## src/rtl/escalonador_requisicoes.sv

```systemverilog
// Request scheduler between the active-node evaluator and gerenciador_ativos.
// Latency: a request enqueued at edge t on an idle, empty block pulses between edges t+1 and t+2.
// Backpressure: issues only while ga_ocupado_i=0; a write to a full queue is dropped and flagged.
//
// Ports:
//   clk, rst_n                    clock and synchronous active-low reset
//   req_desativar_in, des_*_in    deactivate request enqueue
//   req_atualizar_in, atu_*_in    update request enqueue
//   ga_ocupado_i                  gerenciador_ativos busy
//   ga_buffers_cheios_i           gerenciador_ativos has no free NA slot
//   er_desativar_out, er_atualizar_out   single-cycle request pulses
//   er_endereco/anterior/menor_vizinho/distancia_out   payload of the last issued request
//   er_fila_des_cheia_o, er_fila_atu_cheia_o, er_vazio_o, er_overflow_o   status

// Circular queue: combinational head, registered pointers and count.
// Latency: an entry written at edge t is visible at the head after edge t.
// Backpressure: a write while full is dropped and reported on descarte, even if a pop coincides.
module escalonador_fila #(
  parameter int WIDTH = 5,
  parameter int DEPTH = 8
) (
  input  logic             clk,
  input  logic             rst_n,
  input  logic             push,
  input  logic [WIDTH-1:0] push_dat,
  input  logic             pop,
  output logic [WIDTH-1:0] pop_dat,
  output logic             cheia,
  output logic             vazia,
  output logic             descarte
);
  // DEPTH must be a power of two so the pointers wrap by simple overflow.
  localparam int PW = $clog2(DEPTH);
  localparam int CW = PW + 1;

  logic [WIDTH-1:0] mem [DEPTH];
  logic [PW-1:0]    wr_ptr;
  logic [PW-1:0]    rd_ptr;
  logic [CW-1:0]    cnt;
  logic             push_ok;
  logic             pop_ok;

  assign cheia    = (cnt == CW'(DEPTH));
  assign vazia    = (cnt == '0);
  // Fullness is judged before any same-cycle pop, so a full queue never accepts.
  assign push_ok  = push && !cheia;
  assign pop_ok   = pop && !vazia;
  assign descarte = push && cheia;
  assign pop_dat  = mem[rd_ptr];

  always_ff @(posedge clk) begin
    if (rst_n && push_ok) begin
      mem[wr_ptr] <= push_dat;
    end
  end

  always_ff @(posedge clk) begin
    if (!rst_n) begin
      wr_ptr <= '0;
      rd_ptr <= '0;
      cnt    <= '0;
    end else begin
      if (push_ok) wr_ptr <= wr_ptr + PW'(1);
      if (pop_ok)  rd_ptr <= rd_ptr + PW'(1);
      case ({push_ok, pop_ok})
        2'b10:   cnt <= cnt + CW'(1);
        2'b01:   cnt <= cnt - CW'(1);
        default: cnt <= cnt;
      endcase
    end
  end
endmodule

module escalonador_requisicoes #(
  parameter int ADDR_WIDTH      = 5,
  parameter int DISTANCIA_WIDTH = 5,
  parameter int CUSTO_WIDTH     = 4,
  parameter int FILA_DEPTH      = 8
) (
  input  logic                       clk,
  input  logic                       rst_n,
  input  logic                       req_desativar_in,
  input  logic [ADDR_WIDTH-1:0]      des_endereco_in,
  input  logic                       req_atualizar_in,
  input  logic [ADDR_WIDTH-1:0]      atu_endereco_in,
  input  logic [ADDR_WIDTH-1:0]      atu_anterior_in,
  input  logic [CUSTO_WIDTH-1:0]     atu_menor_vizinho_in,
  input  logic [DISTANCIA_WIDTH-1:0] atu_distancia_in,
  input  logic                       ga_ocupado_i,
  input  logic                       ga_buffers_cheios_i,
  output logic                       er_desativar_out,
  output logic                       er_atualizar_out,
  output logic [ADDR_WIDTH-1:0]      er_endereco_out,
  output logic [ADDR_WIDTH-1:0]      er_anterior_out,
  output logic [CUSTO_WIDTH-1:0]     er_menor_vizinho_out,
  output logic [DISTANCIA_WIDTH-1:0] er_distancia_out,
  output logic                       er_fila_des_cheia_o,
  output logic                       er_fila_atu_cheia_o,
  output logic                       er_vazio_o,
  output logic                       er_overflow_o
);
  localparam int ATU_W = 2 * ADDR_WIDTH + CUSTO_WIDTH + DISTANCIA_WIDTH;

  typedef enum logic [1:0] {
    ST_IDLE,
    ST_EMITIDO,
    ST_ESPERA
  } estado_t;

  estado_t estado;

  logic [ADDR_WIDTH-1:0]      des_dat;
  logic                       des_vazia;
  logic                       des_descarte;
  logic                       pop_des;

  logic [ATU_W-1:0]           atu_dat;
  logic                       atu_vazia;
  logic                       atu_descarte;
  logic                       pop_atu;

  logic [ADDR_WIDTH-1:0]      atu_end;
  logic [ADDR_WIDTH-1:0]      atu_ant;
  logic [CUSTO_WIDTH-1:0]     atu_men;
  logic [DISTANCIA_WIDTH-1:0] atu_dist;

  assign {atu_end, atu_ant, atu_men, atu_dist} = atu_dat;

  escalonador_fila #(.WIDTH(ADDR_WIDTH), .DEPTH(FILA_DEPTH)) u_fila_des (
    .clk      (clk),
    .rst_n    (rst_n),
    .push     (req_desativar_in),
    .push_dat (des_endereco_in),
    .pop      (pop_des),
    .pop_dat  (des_dat),
    .cheia    (er_fila_des_cheia_o),
    .vazia    (des_vazia),
    .descarte (des_descarte)
  );

  escalonador_fila #(.WIDTH(ATU_W), .DEPTH(FILA_DEPTH)) u_fila_atu (
    .clk      (clk),
    .rst_n    (rst_n),
    .push     (req_atualizar_in),
    .push_dat ({atu_endereco_in, atu_anterior_in, atu_menor_vizinho_in, atu_distancia_in}),
    .pop      (pop_atu),
    .pop_dat  (atu_dat),
    .cheia    (er_fila_atu_cheia_o),
    .vazia    (atu_vazia),
    .descarte (atu_descarte)
  );

  // Deactivations always win: they free NA slots. Updates wait for an empty
  // deactivate queue and a free slot, otherwise an update could block the
  // very deactivation that would release its slot.
  always_comb begin
    pop_des = 1'b0;
    pop_atu = 1'b0;
    if (estado == ST_IDLE && !ga_ocupado_i) begin
      if (!des_vazia) begin
        pop_des = 1'b1;
      end else if (!atu_vazia && !ga_buffers_cheios_i) begin
        pop_atu = 1'b1;
      end
    end
  end

  assign er_vazio_o = des_vazia && atu_vazia && (estado == ST_IDLE);

  always_ff @(posedge clk) begin
    if (!rst_n) begin
      estado               <= ST_IDLE;
      er_desativar_out     <= 1'b0;
      er_atualizar_out     <= 1'b0;
      er_endereco_out      <= '0;
      er_anterior_out      <= '0;
      er_menor_vizinho_out <= '0;
      er_distancia_out     <= '0;
    end else begin
      // Pulses last exactly one cycle; payload holds until the next pop.
      er_desativar_out <= 1'b0;
      er_atualizar_out <= 1'b0;
      case (estado)
        ST_IDLE: begin
          if (pop_des) begin
            er_desativar_out <= 1'b1;
            er_endereco_out  <= des_dat;
            estado           <= ST_EMITIDO;
          end else if (pop_atu) begin
            er_atualizar_out     <= 1'b1;
            er_endereco_out      <= atu_end;
            er_anterior_out      <= atu_ant;
            er_menor_vizinho_out <= atu_men;
            er_distancia_out     <= atu_dist;
            estado               <= ST_EMITIDO;
          end
        end
        // Gives gerenciador_ativos one cycle to raise busy before we look at it.
        ST_EMITIDO: estado <= ST_ESPERA;
        ST_ESPERA: begin
          if (!ga_ocupado_i) estado <= ST_IDLE;
        end
        default: estado <= ST_IDLE;
      endcase
    end
  end

  always_ff @(posedge clk) begin
    if (!rst_n) begin
      er_overflow_o <= 1'b0;
    end else if (des_descarte || atu_descarte) begin
      er_overflow_o <= 1'b1;
    end
  end
endmodule

```

## config.mk

```make
export PLATFORM = sky130hd
export DESIGN_NAME = escalonador_requisicoes
export DESIGN_NICKNAME = d
export VERILOG_FILES = /design/src/rtl/escalonador_requisicoes.sv
export SDC_FILE = /design/constraint.sdc
export NUM_CORES = 1
export LEC_CHECK = 0
export BUFFER_PORTS_ARGS = -buffer_cell sky130_fd_sc_hd__buf_2
export CORE_UTILIZATION = 55
export DETAILED_ROUTE_END_ITERATION = 10
export PLACE_DENSITY = 0.73
export SETUP_SLACK_MARGIN = 0.3
export SYNTH_ARGS = -nofsm -noshare
export SYNTH_HDL_FRONTEND = slang
export SYNTH_SLANG_ARGS = --single-unit
```

## constraint.sdc

```tcl
create_clock -name clk -period 7.98 [get_ports clk]
set_input_delay 1.197 -clock clk [delete_from_list [all_inputs] [get_ports clk]]
set_output_delay 1.197 -clock clk [all_outputs]
set_load 0.02 [all_outputs]
```

# Word-level counts from Yosys, hierarchy flattened
# Memory sizes are Yosys's and may differ from the RTL's. A register that Yosys moved wholly into a read port is not among the register bits.
# Cells that the tools add are included.
# W data, S select, Z words.
op_classes:
  add_sub_neg: 8
  n_eq_ne: 10
  muxes: 23
  n_bitwise: 3
  n_reduce_logical: 30
ops:
  columns: ["cell", "count"]
  rows:
  - ["$pmux W4 S2", 2]
  - ["$add A3 B1 Y3 const B", 4]
  - ["$logic_and A1 B1 Y1", 12]
  - ["$mux W3", 4]
  - ["$mux W1", 11]
  - ["$mux W5", 2]
  - ["$add A4 B1 Y4 const B", 2]
  - ["$eq A4 B4 Y1 const B", 2]
  - ["$logic_not A4 Y1", 2]
  - ["$sub A4 B1 Y4 const B", 2]
  - ["$eq A2 B1 Y1 const B", 3]
  - ["$eq A2 B2 Y1 const B", 3]
  - ["$logic_not A1 Y1", 6]
  - ["$mux W2", 3]
  - ["$pmux W2 S3", 1]
  - ["$reduce_and A2 Y1", 3]
  - ["$reduce_bool A2 Y1", 3]
  - ["$ne A3 B1 Y1 const B", 1]
  - ["$not A1 Y1", 3]
  - ["$reduce_and A3 Y1", 1]
  - ["$reduce_or A3 Y1", 1]
  - ["$logic_not A2 Y1", 1]
  - ["$ne A2 B2 Y1 const B", 1]
  - ["$logic_or A1 B1 Y1", 1]
totals:
  ff_bits: 44
  ram_bits: 192
  in_bits: 30
  out_inout_bits: 25
  wordCells: 90
  n_memories: 2
mem_list:
  columns: ["memory", "words", "word_bits", "rd", "rd_clocked_by_memory_dff", "wr", "line", "text"]
  rows:
  - ["u_fila_atu.mem", 8, 19, 1, 1, 1, "36", "logic [WIDTH-1:0] mem [DEPTH];"]
  - ["u_fila_des.mem", 8, 5, 1, 1, 1, "36", null]

# Depth between registers and ports, before layout
logic_depth:
  ltp_word: 9
  mapped_depth: 12
  ltp_nobuf: 10

# Hierarchy
# A second synthesis with hierarchy kept.
unflattened:
  cells_unflattened: 537
  area_unflattened_um2: 9605.5
by_module_without_submodules:
  columns: ["module", "n_inst", "cells_each", "area_each_um2", "seq_area_each_um2"]
  rows:
  - ["escalonador_fila (u_fila_atu)", 1, 295, 6426.2, 4824.6]
  - ["escalonador_fila (u_fila_des)", 1, 132, 2188.3, 1461.4]
  - ["escalonador_requisicoes", 1, 110, 991.0, 480.5]

# Worst setup path before layout
# Ideal clock, no wire load.
synth_timing:
  path_kind: "input port to flip-flop"
  start: "input req_atualizar_in"
  end: "memory u_fila_atu.mem[3][0] (netlist name) (enable)"
  setup_ps: 419
  arrival_time_ps: 2966
  required_time_ps: 7561
  setup_slack_ps: 4595
  cell_stages: 3
  n_path_buf: 0
  cell_sequence: "nor2b_1 -> nand2_1 -> nor3_1"
synth_via:
  elab_chain_cells: 4
synth_lines:
  columns: ["item", "line", "text"]
  rows:
  - ["start: declaration", "84", "input logic req_atualizar_in,"]
  - ["$logic_and A1 B1 Y1", "46", "assign push_ok = push && !cheia;"]
  - ["$logic_and A1 B1 Y1", "52", "if (rst_n && push_ok) begin"]
  - ["$mux W1", "52", null]
  - ["$mux W1 (implied by the code)", "53", "mem[wr_ptr] <= push_dat;"]
  - ["end: declaration", "36", null]
# Every way passes these cells.

# Worst setup path in the final report
layout_timing:
  start: "input ga_ocupado_i"
  end: "register u_fila_atu.cnt[2]"
layout_via:
  elab_chain_cells: 6
  word_cells_on_any_way: 8
  cone_classes: "eq/ne (2); mux (2); reduce/logical (4)"
layout_lines:
  columns: ["item", "line", "text"]
  rows:
  - ["start: declaration", "89", "input logic ga_ocupado_i,"]
  - ["$logic_not A1 Y1 *", null, null]
  - ["$logic_and A1 B1 Y1 *", "159", "if (estado == ST_IDLE && !ga_ocupado_i) begin"]
  - ["$mux W1 *", "159", null]
  - ["$logic_and A1 B1 Y1 *", "47", "assign pop_ok = pop && !vazia;"]
  - ["$eq A2 B1 Y1 / $eq A2 B2 Y1 (equally long branches)", "65", "case ({push_ok, pop_ok})"]
  - ["$pmux W4 S2 / $reduce_bool A2 Y1 (equally long branches)", null, null]
  - ["end signal: assignment", "66", "2'b10: cnt <= cnt + CW'(1);"]
  - ["end signal: assignment", "67", "2'b01: cnt <= cnt - CW'(1);"]
  - ["end signal: assignment", "68", "default: cnt <= cnt;"]
  - ["end: declaration", "39", "logic [CW-1:0] cnt;"]
# Every way passes the cells marked *; elsewhere a longest branch is shown, timed or not.
# A chain may end at the register's enable or synchronous reset.

==> reports/results.tsv <==
metric	value	unit
rsz0062_at_grt	no	
h-tree-depth	1	
grt_pass1_wl	27190	µm
clkSlewWorstSetupHoldPaths	0.06	ns
cts_hold_buf	0	
synth-seq-area-share	0.7147	
fmax	299.5	MHz
worst_setup_path_start_kind	input port	
synthCells	533	
final.setup.tns	0	ns
relSlewSlack	0.2013	
wirelength	17020	µm
p_per_area	292.9	mW/mm²
place.gp.congestion	0.7610	
fin_crit	3.339	ns
yosysTopAreaCellShare	0.6090	
cts-root-buf	clkbuf_16	
postSynthAreaPerCell	17.76	µm²
syn_to_final_growth	14.13	%
hold_violations	0	
drcViolationCount	0	
path_delay_family	simple AND/OR/NAND/NOR gates	
stdcell_area	0.01081	mm²
placed_area	0.009963	mm²
core-area	0.01670	mm²
die-area	0.01774	mm²
skew	0.01900	ns
ir_drop	0.2221	mV
critPathBufInv	1	
crit_fanout	34	
worstHoldPathType	reg2reg	
syn_area	0.009468	mm²
cts_buffers	25	
synth.largest_area_cell	edfxtp_1	
vias	4876	
synth.area.top_cells	edfxtp_1 (61%), dfxtp_1 (11%), mux4_2 (10%)	
critPathSlowestCell	and4bb_2	
status	complete, no violations	
crit_arrival	3.77	ns
ant_nets	0	
grt_pass1_vias	5113	
postSynth.asyncResetShare	0	
drive_gt1_frac	0.2642	
num_rows	47	
power	3.165	mW
cts_tree	done	
avgViaCountPerCell	5.819	
worst-setup-path-type	in2reg	
dp_hpwl	10410	µm
crit_chain	buf_2, nor3_1, and4bb_2, ha_1, xor2_1, ha_1, a21oi_1, xor2_1, or3_1, a21boi_0	
synth_edf_count	192	
report.final.slew_viol_count	0	
yosysWarnings	0	
tightest_slew	1.197	ns
nets	640	
grt_remaining_overflow	0	
final_common_cell	edfxtp_1	
leakagePower	3.761	nW
ctsResizeCount	0	
post-cts-setup-buffers	0	
final_cell_mix	edfxtp_1 (192), buf_2 (54), dfxtp_1 (49)	
antenna_found_initial	0	
final.period_utilization	0.4184	
track_usage	0.2009	
io_pins	55	
cts.sinks	242	
dr.first_iter.drc_count	361	
ys.flop_type	edfxtp_1	
clock_latency	0.52	ns
port_buffers	54	
finalSetupViolations	0	
worstSetupEndpointType	register	
cap_violations	0	
post-route-util	0.6470	
syn_nets	574	
die_w	133.2	µm
cp.required	8.41	ns
holdWs	0.4583	ns
clockBufferDepth	3	
dr.pass1.iters	4	
ys_types	42	
route.detailed.wl_per_inst	20.32	µm
fp.dieH	133.2	µm
critPathMaxStageDelay	0.79	ns
ys_seq_elements	242	
start_util	0.5669	
grt_start_max_net_pins	52	
synth_stat cells, drive strengths merged, types with 8 or more instances:
library cell	number
mux4	43
mux2i	27
ha	10
buf	16
clkbuf	8
nand2	42
edfxtp	192
o211a	14
nor2	14
nor2b	8
nand2b	10
dfxtp	50
nor3	9
and2	12
stage by stage:
step                cells  worst slack, ns
floorplan             533            4.595
global placement      792            4.305
detailed placement    792            4.130
CTS                   837            4.648
global route          837            4.422
finish                838            4.641
registers in the layout (all words and copies together), names as in the netlist, 2 cells and up, named ones only:
register,count
u_fila_atu.wr_ptr,3
u_fila_des.mem,40
er_anterior_out,5
u_fila_des.cnt,4
estado,2
u_fila_atu.cnt,4
er_distancia_out,5
er_endereco_out,5
u_fila_atu.mem,152
u_fila_des.wr_ptr,3
er_menor_vizinho_out,4
u_fila_atu.rd_ptr,3
u_fila_des.rd_ptr,3
routing by layer:
metal  up-vias  track usage  routed length, µm
li1       2217            -                  -
met1      2505       0.2669               7294
met2       123       0.3403               8568
met3        31      0.03805                843
met4         0      0.05871                318
met5         -            0                  0
layout make-up:
cell class	count	area [µm²]
sequential	242	6768
fill	1164	5896
tap	220	275.3
inverter	7	26.28
antenna	1	2.502
clock buffer	32	661.9
clock inverter	13	177.7
multi-input combinational	260	2556
timing repair buffer	63	337.8
where the power goes:
group          leakage [nW]  internal [mW]  total [mW]  switching [mW]
sequential             2.14           1.43        1.51          0.0736
clock                 0.401          0.717        1.18           0.459
combinational          1.22          0.224       0.481           0.257
kinds of logic after synthesis:
logic type | share of synthesized area
flops | 0.7147
simple gates | 0.06528
xor+xnor | 0.01203
mux | 0.1356
fa+ha+maj | 0.01533
buf+inv | 0.01850
compound gates | 0.03859
final timing paths:
| check | start | end | slack (ns) | cells after the start |
|---|---|---|---|---|
| worst max-delay path | ga_ocupado_i | u_fila_atu.cnt[2]$_SDFFE_PN0P_ | 4.64 | 10 |
| worst min-delay path | er_endereco_out[3]$_SDFFE_PN0P_ | er_endereco_out[3]$_SDFFE_PN0P_ | 0.46 | 2 |
| worst max register to register | u_fila_des.cnt[0]$_SDFFE_PN0P_ | u_fila_atu.cnt[2]$_SDFFE_PN0P_ | 4.95 | 9 |
| worst min register to register | er_endereco_out[3]$_SDFFE_PN0P_ | er_endereco_out[3]$_SDFFE_PN0P_ | 0.46 | 2 |
worst min-delay path: cells and delay by family, from the launching register on:
kind / cells / cell delay [ns]
and+or+nand+nor: 1 / 0.06
DFF: 1 / 0.31
AOI/OAI and AO/OA: 1 / 0.04
Note: power is estimated with default switching activity, not from simulation.
